## src/rtl/vc_input_buffer.sv

```systemverilog
// ---------------------------------------------------------------------------
// vc_input_buffer
//
// Router input buffer with one independent circular FIFO per virtual channel
// (VC). One write and one read may be accepted per cycle, to the same VC or to
// different VCs. A read is accepted only when the VC already holds data before
// the clock edge; there is no write-to-read bypass. The read flit appears on
// buf_data_o one cycle after the request, together with buf_valid_o and a
// one-cycle credit pulse for the VC it came from.
//
// Optional feature macro: VC_INBUF_ERR_EN
//   defined   -> sticky overflow/underflow flags on buf_err_o
//   undefined -> buf_err_o tied to 2'b00
//
// Ports
//   clk          in   1                 clock, all state on rising edge
//   reset        in   1                 asynchronous active-low reset
//   buf_data_i   in   DATA_WIDTH        write flit
//   buf_write_i  in   1                 write request
//   buf_wvc_i    in   VC_W              target VC of the write
//   buf_read_i   in   1                 read request
//   buf_rvc_i    in   VC_W              source VC of the read
//   buf_data_o   out  DATA_WIDTH        registered read flit
//   buf_valid_o  out  1                 buf_data_o valid this cycle
//   buf_empty_o  out  NUM_VC            per-VC empty flag
//   buf_full_o   out  NUM_VC            per-VC full flag
//   buf_credit_o out  NUM_VC            per-VC credit-return pulse
//   buf_count_o  out  NUM_VC*CNT_W      per-VC occupancy, VC v at [v*CNT_W +: CNT_W]
//   buf_err_o    out  2                 sticky errors: bit0 overflow, bit1 underflow
// ---------------------------------------------------------------------------
module vc_input_buffer #(
    parameter int DATA_WIDTH = 16,
    parameter int DEPTH      = 5,
    parameter int NUM_VC     = 2,
    localparam int VC_W      = (NUM_VC > 1) ? $clog2(NUM_VC) : 1,
    localparam int PTR_W     = (DEPTH > 1) ? $clog2(DEPTH) : 1,
    localparam int CNT_W     = $clog2(DEPTH + 1)
) (
    input  logic                      clk,
    input  logic                      reset,
    input  logic [DATA_WIDTH-1:0]     buf_data_i,
    input  logic                      buf_write_i,
    input  logic [VC_W-1:0]           buf_wvc_i,
    input  logic                      buf_read_i,
    input  logic [VC_W-1:0]           buf_rvc_i,
    output logic [DATA_WIDTH-1:0]     buf_data_o,
    output logic                      buf_valid_o,
    output logic [NUM_VC-1:0]         buf_empty_o,
    output logic [NUM_VC-1:0]         buf_full_o,
    output logic [NUM_VC-1:0]         buf_credit_o,
    output logic [NUM_VC*CNT_W-1:0]   buf_count_o,
    output logic [1:0]                buf_err_o
);

    // Storage is deliberately not reset; only pointers and counts are.
    logic [DATA_WIDTH-1:0] mem    [NUM_VC][DEPTH];
    logic [PTR_W-1:0]      wr_ptr [NUM_VC];
    logic [PTR_W-1:0]      rd_ptr [NUM_VC];
    logic [CNT_W-1:0]      count  [NUM_VC];

    logic [NUM_VC-1:0]     wr_hit;
    logic [NUM_VC-1:0]     rd_hit;
    logic [DATA_WIDTH-1:0] rd_flit;

    // Pointers wrap at DEPTH, which need not be a power of two.
    function automatic logic [PTR_W-1:0] next_ptr(input logic [PTR_W-1:0] p);
        return (p == PTR_W'(DEPTH - 1)) ? '0 : p + 1'b1;
    endfunction

    // Per-VC accept decode. Matching the request VC against each index
    // means an out-of-range VC simply matches nothing and is dropped.
    // A write into a full VC is still taken when the same VC is read in
    // the same cycle, since the read frees the slot at the same edge.
    always_comb begin
        rd_hit  = '0;
        wr_hit  = '0;
        rd_flit = '0;
        for (int v = 0; v < NUM_VC; v++) begin
            rd_hit[v] = buf_read_i && (buf_rvc_i == VC_W'(v)) && (count[v] != '0);
            if (rd_hit[v]) begin
                rd_flit = mem[v][rd_ptr[v]];
            end
        end
        for (int v = 0; v < NUM_VC; v++) begin
            wr_hit[v] = buf_write_i && (buf_wvc_i == VC_W'(v))
                        && ((count[v] != CNT_W'(DEPTH)) || rd_hit[v]);
        end
    end

    // Status flags and flattened occupancy straight from the registered counts.
    always_comb begin
        buf_empty_o = '0;
        buf_full_o  = '0;
        buf_count_o = '0;
        for (int v = 0; v < NUM_VC; v++) begin
            buf_empty_o[v]                 = (count[v] == '0);
            buf_full_o[v]                  = (count[v] == CNT_W'(DEPTH));
            buf_count_o[v*CNT_W +: CNT_W]  = count[v];
        end
    end

    // Flit storage write.
    always_ff @(posedge clk) begin
        for (int v = 0; v < NUM_VC; v++) begin
            if (wr_hit[v]) begin
                mem[v][wr_ptr[v]] <= buf_data_i;
            end
        end
    end

    // Pointer/count bookkeeping and registered read outputs. Reset drops
    // any read accepted in the previous cycle, so no valid pulse survives it.
    always_ff @(posedge clk or negedge reset) begin
        if (!reset) begin
            for (int v = 0; v < NUM_VC; v++) begin
                wr_ptr[v] <= '0;
                rd_ptr[v] <= '0;
                count[v]  <= '0;
            end
            buf_valid_o  <= 1'b0;
            buf_credit_o <= '0;
            buf_data_o   <= '0;
        end else begin
            for (int v = 0; v < NUM_VC; v++) begin
                if (wr_hit[v]) begin
                    wr_ptr[v] <= next_ptr(wr_ptr[v]);
                end
                if (rd_hit[v]) begin
                    rd_ptr[v] <= next_ptr(rd_ptr[v]);
                end
                case ({wr_hit[v], rd_hit[v]})
                    2'b10:   count[v] <= count[v] + 1'b1;
                    2'b01:   count[v] <= count[v] - 1'b1;
                    default: count[v] <= count[v];
                endcase
            end
            buf_valid_o  <= |rd_hit;
            buf_credit_o <= rd_hit;
            if (|rd_hit) begin
                buf_data_o <= rd_flit;
            end
        end
    end

`ifdef VC_INBUF_ERR_EN
    logic overflow;
    logic underflow;

    // An in-range write that is not accepted can only have hit a full VC.
    // Any read that is not accepted was either empty or out of range.
    assign overflow  = buf_write_i && (int'(buf_wvc_i) < NUM_VC) && (wr_hit == '0);
    assign underflow = buf_read_i && (rd_hit == '0);

    // Sticky flags, cleared only by reset.
    always_ff @(posedge clk or negedge reset) begin
        if (!reset) begin
            buf_err_o <= 2'b00;
        end else begin
            buf_err_o <= buf_err_o | {underflow, overflow};
        end
    end
`else
    assign buf_err_o = 2'b00;
`endif

endmodule

```

## config.mk

```make
export PLATFORM = sky130hd
export DESIGN_NAME = vc_input_buffer
export DESIGN_NICKNAME = d
export VERILOG_FILES = /design/src/rtl/vc_input_buffer.sv
export SDC_FILE = /design/constraint.sdc
export NUM_CORES = 1
export LEC_CHECK = 0
export CORE_UTILIZATION = 53
export DETAILED_ROUTE_END_ITERATION = 8
export PLACE_DENSITY = 0.79
export REMOVE_ABC_BUFFERS = 1
export SYNTH_ARGS = -nofsm -noshare
export SYNTH_HDL_FRONTEND = slang
export SYNTH_SLANG_ARGS = --single-unit
```

## constraint.sdc

```tcl
create_clock -name clk -period 3.2 [get_ports clk]
set_clock_uncertainty 0.05 [all_clocks]
set_input_delay 0.64 -clock clk [delete_from_list [all_inputs] [get_ports clk]]
set_output_delay 0.64 -clock clk [all_outputs]
set_load 0.01 [all_outputs]
```

==> flow_summary_export.csv <==
group,metric,value,unit
outcome,status,"complete, no violations",
finish,final_cell_area,9713,µm²
clocking,htree_levels,4,
logic_synthesis,ys.flop_type,"edfxtp_1",
setup_path,slowest_delay,0.64,ns
logic_synthesis,syn_area,8298,µm²
timing,period_minus_slack,2.629,ns
timing,setup_tns,0,ns
floorplanning,num_rows,45,
placement,hpwl,9919,µm
drt,drtIter0Drc,405,
drt,vias_per_cell,5.920,
logic_synthesis,async_reset_ff_frac,0.1878,
clocking,cts_buffers,17,
floorplanning,io_pins,53,
drt,routed.top_layer,"met4",
drt,routed-wl-met2,8427,µm
logic_synthesis,synth-xor-area-share,0.002111,
setup_path,end_kind,"register",
clocking,cts_resized,0,
grt,antenna_found_initial,0,
clocking,hold_buffers,0,
timing,period_share,0.8215,
pwr,worst_ir_drop_vdd,0.0004546,V
pwr,power_leakage,3.458,nW
finish,nets,657,
timing,setup_viol,0,
drt,wl_met1,6984,µm
logic_synthesis,syn_avg_cell_area,14.51,µm²
logic_synthesis,synth_top_family_by_area,"compound AO/OA/AOI/OAI gates",
drt,wl_met3,1010,µm
drt,firstDrtPassIters,5,
setup_path,critical_path_required,3.50,ns
logic_synthesis,synth_warnings,0,
setup_path,r2r-start,"buf_count_o[5]$_DFFE_PN0P_",
floorplanning,die_w,127.1,µm
grt,grt_pass1_vias,4836,
pwr,p_total,8.344,mW
drt,wl,16740,µm
timing,clock.fmax,0.3804,GHz
timing,timing.hold.ws,0.3126,ns
logic_synthesis,synth-compound-area-share,0.1226,
logic_synthesis,synth_edf_count,160,
drt,wire_per_inst,19.71,µm
floorplanning,die_height,127.1,µm
grt,track_usage,0.2197,
pwr,pwr_density_cell,859.0,nW/µm²
finish,antenna_cells,0,
worst_hold_path,hold_class,"primary input to asynchronous set/reset pin",
clocking,clock-root-buffer,"clkbuf_16",
logic_synthesis,synthCells,572,
setup_path,critical_path.max_fanout,9,
floorplanning,start_util,0.5438,
grt,grt_pass1_wl,26280,µm
placement,globalplace.congestion,0.8624,
setup_path,reg2regPathDepth,8,
clocking,cts_tree,"yes",
clocking,cts_setup_buffers,0,
finish,post-route-util,0.6366,
clocking,path_clk_slew,0.07,ns
setup_path,rrSetupSlack,0.89,ns
drt,drc,0,
floorplanning,core,15260,µm²
timing,report.final.slew_viol_count,0,
drt,ant_nets,0,
setup_path,crit_chain,"clkdlybuf4s50_1 -> nor2b_1 -> nand2b_1 -> inv_6 -> nand2_1 -> fa_1 -> a31oi_1 -> o211ai_1 -> a22oi_1",
logic_synthesis,synth-simple-area-share,0.05232,
setup_path,crit_arrival,2.93,ns
drt,vias,5026,
timing,max-slew-margin-rel,0.1745,
clocking,clock_latency,0.44,ns
timing,grt_setup_unrepaired,"no",
timing,worst_pin_slew,1.238,ns
grt,grt.overflow.total,0,
timing,hold_viol_final,0,
logic_synthesis,yosysUniqueCellTypes,54,
setup_path,slowest_stage,"clkdlybuf4s50_1",
setup_path,regToRegEndpoint,"buf_count_o[5]$_DFFE_PN0P_",
placement,dpl_cell_area,9069,µm²
flow_run,drv_cap,0,
placement,io_buffers,50,
logic_synthesis,synth-seq-cells,197,
logic_synthesis,seq_area_frac_synth,0.6906,
setup_path,worstSetupStartpointType,"primary input",
logic_synthesis,synth_mux_area_frac,0.08338,
finish,synthToLayoutAreaGrowth,17.05,%
clocking,clk_path_buf_depth,2,
logic_synthesis,yosys.area_share.adder,0.01689,
finish,layout-drive-gt1-share,0.1301,
setup_path,crit_type,"primary input to register",
grt,grt_max_degree,38,
floorplanning,dieArea,16160,µm²
clocking,cts_sinks,197,
==> per-layer routing <==
metal	global-route usage	vias to the layer above
li1	-	2296
met1	0.2870	2531
met2	0.3649	172
met3	0.04732	27
met4	0.08123	0
met5	0	-
==> where the power goes <==
part / leakage (nW) / switching [mW] / internal [mW] / total, mW
combinational: 1.25 / 1.33 / 1.15 / 2.48
sequential: 1.89 / 0.409 / 3.17 / 3.58
clock: 0.315 / 0.949 / 1.33 / 2.28
total: 3.46 / 2.69 / 5.65 / 8.34
==> registers in the layout, indices dropped and copies added, names as in the netlist <==
register / count
buf_data_o: 16
mem: 160
wr_ptr: 6
buf_valid_o: 1
buf_credit_o: 2
buf_count_o: 6
rd_ptr: 6
==> cell families after synthesis <==
logic type,after synthesis
AO/OA/AOI/OAI,159
XOR/XNOR,2
adder cells (fa/ha/maj),10
buffers and inverters,52
flip-flops,197
multiplexers,67
other,1
AND/OR/NAND/NOR,84
==> area by class of cell <==
| type | count | area [µm²] |
|---|---|---|
| Clock buffer | 17 | 425.4 |
| Clock inverter | 15 | 219.0 |
| Fill cell | 1066 | 5545 |
| Inverter | 15 | 61.31 |
| Multi-Input combinational cell | 324 | 2366 |
| Sequential cell | 197 | 5732 |
| Tap cell | 211 | 264.0 |
| Timing Repair Buffer | 70 | 645.6 |
==> critical path, delay by kind of cell <==
kind	cells	cell delay (ns)
and+or+nand+nor	3	0.62
AOI/OAI and AO/OA	3	0.47
adders and majority gates	1	0.46
buffers and inverters	2	0.76
==> how the worst max path moves through the flow <==
| stage | startpoint | endpoint | slack, ns | cells after the start |
|---|---|---|---|---|
| after CTS | buf_read_i | buf_count_o[1]$_DFFE_PN0P_ | 0.59 | 9 |
| after detailed placement | buf_read_i | buf_count_o[1]$_DFFE_PN0P_ | 0.13 | 9 |
| after floorplan | buf_write_i | mem[0][0]$_DFFE_PP_ | -0.43 | 3 |
| final | buf_read_i | buf_count_o[1]$_DFFE_PN0P_ | 0.57 | 9 |
| after global placement | buf_read_i | buf_count_o[1]$_DFFE_PN0P_ | 0.29 | 9 |
| after global routing | buf_read_i | buf_count_o[1]$_DFFE_PN0P_ | 0.51 | 9 |
==> synthesized netlist by cell type, drive strengths merged, types with 2 or more instances <==
cell / n / share of area
edfxtp: 160 / 0.58
o21ai: 78 / 0.047
mux2i: 53 / 0.064
dfrtp: 37 / 0.11
buf: 28 / 0.020
nor2: 25 / 0.011
a21o: 17 / 0.015
inv: 15 / 0.0074
nand2: 15 / 0.0068
o22ai: 15 / 0.011
mux2: 14 / 0.019
a221oi: 12 / 0.013
nor3: 10 / 0.0066
clkbuf: 9 / 0.0041
a21oi: 8 / 0.0048
ha: 8 / 0.012
nand2b: 7 / 0.0053
nor2b: 6 / 0.0048
a31oi: 4 / 0.0030
nand3: 4 / 0.0024
nor4: 4 / 0.0030
o211ai: 4 / 0.0036
a22oi: 3 / 0.0027
and2: 3 / 0.0023
nor4b: 3 / 0.0032
a211oi: 2 / 0.0018
a21boi: 2 / 0.0018
a311oi: 2 / 0.0021
a32o: 2 / 0.0024
and3b: 2 / 0.0021
fa: 2 / 0.0048
nand3b: 2 / 0.0018
o21a: 2 / 0.0018
o221ai: 2 / 0.0021
xnor2: 2 / 0.0021
==> through the flow <==
stage                     std cells  worst slack, ns
after floorplan                 536          -0.4314
after global placement          817           0.2912
after detailed placement        817           0.1264
after CTS                       849           0.5886
after global routing            849           0.5126
final                           849           0.5712
==> cells in the final DEF, fill, tap and decap left out, types with 3 or more instances in the layout <==
cell type,netlist,layout
edfxtp_1,160,160
o21ai_0,77,77
mux2i_1,53,53
clkdlybuf4s50_1,0,49
dfrtp_1,37,36
nor2_1,25,25
buf_4,4,20
a21o_1,17,17
clkbuf_16,0,17
nand2_1,15,15
o22ai_1,15,15
inv_1,13,13
mux2_2,13,13
a221oi_1,12,12
a21oi_1,8,8
ha_1,8,8
nand2b_1,7,7
nor3_1,9,5
nor3_2,1,5
nor2b_1,5,5
clkinv_4,0,5
nor4_2,0,4
nand3_1,4,4
a31oi_1,4,4
o211ai_1,4,4
bufinv_16,0,4
inv_6,1,3
a22oi_1,3,3
and2_1,3,3
inv_8,0,3
(Power assumes the default switching activity.)
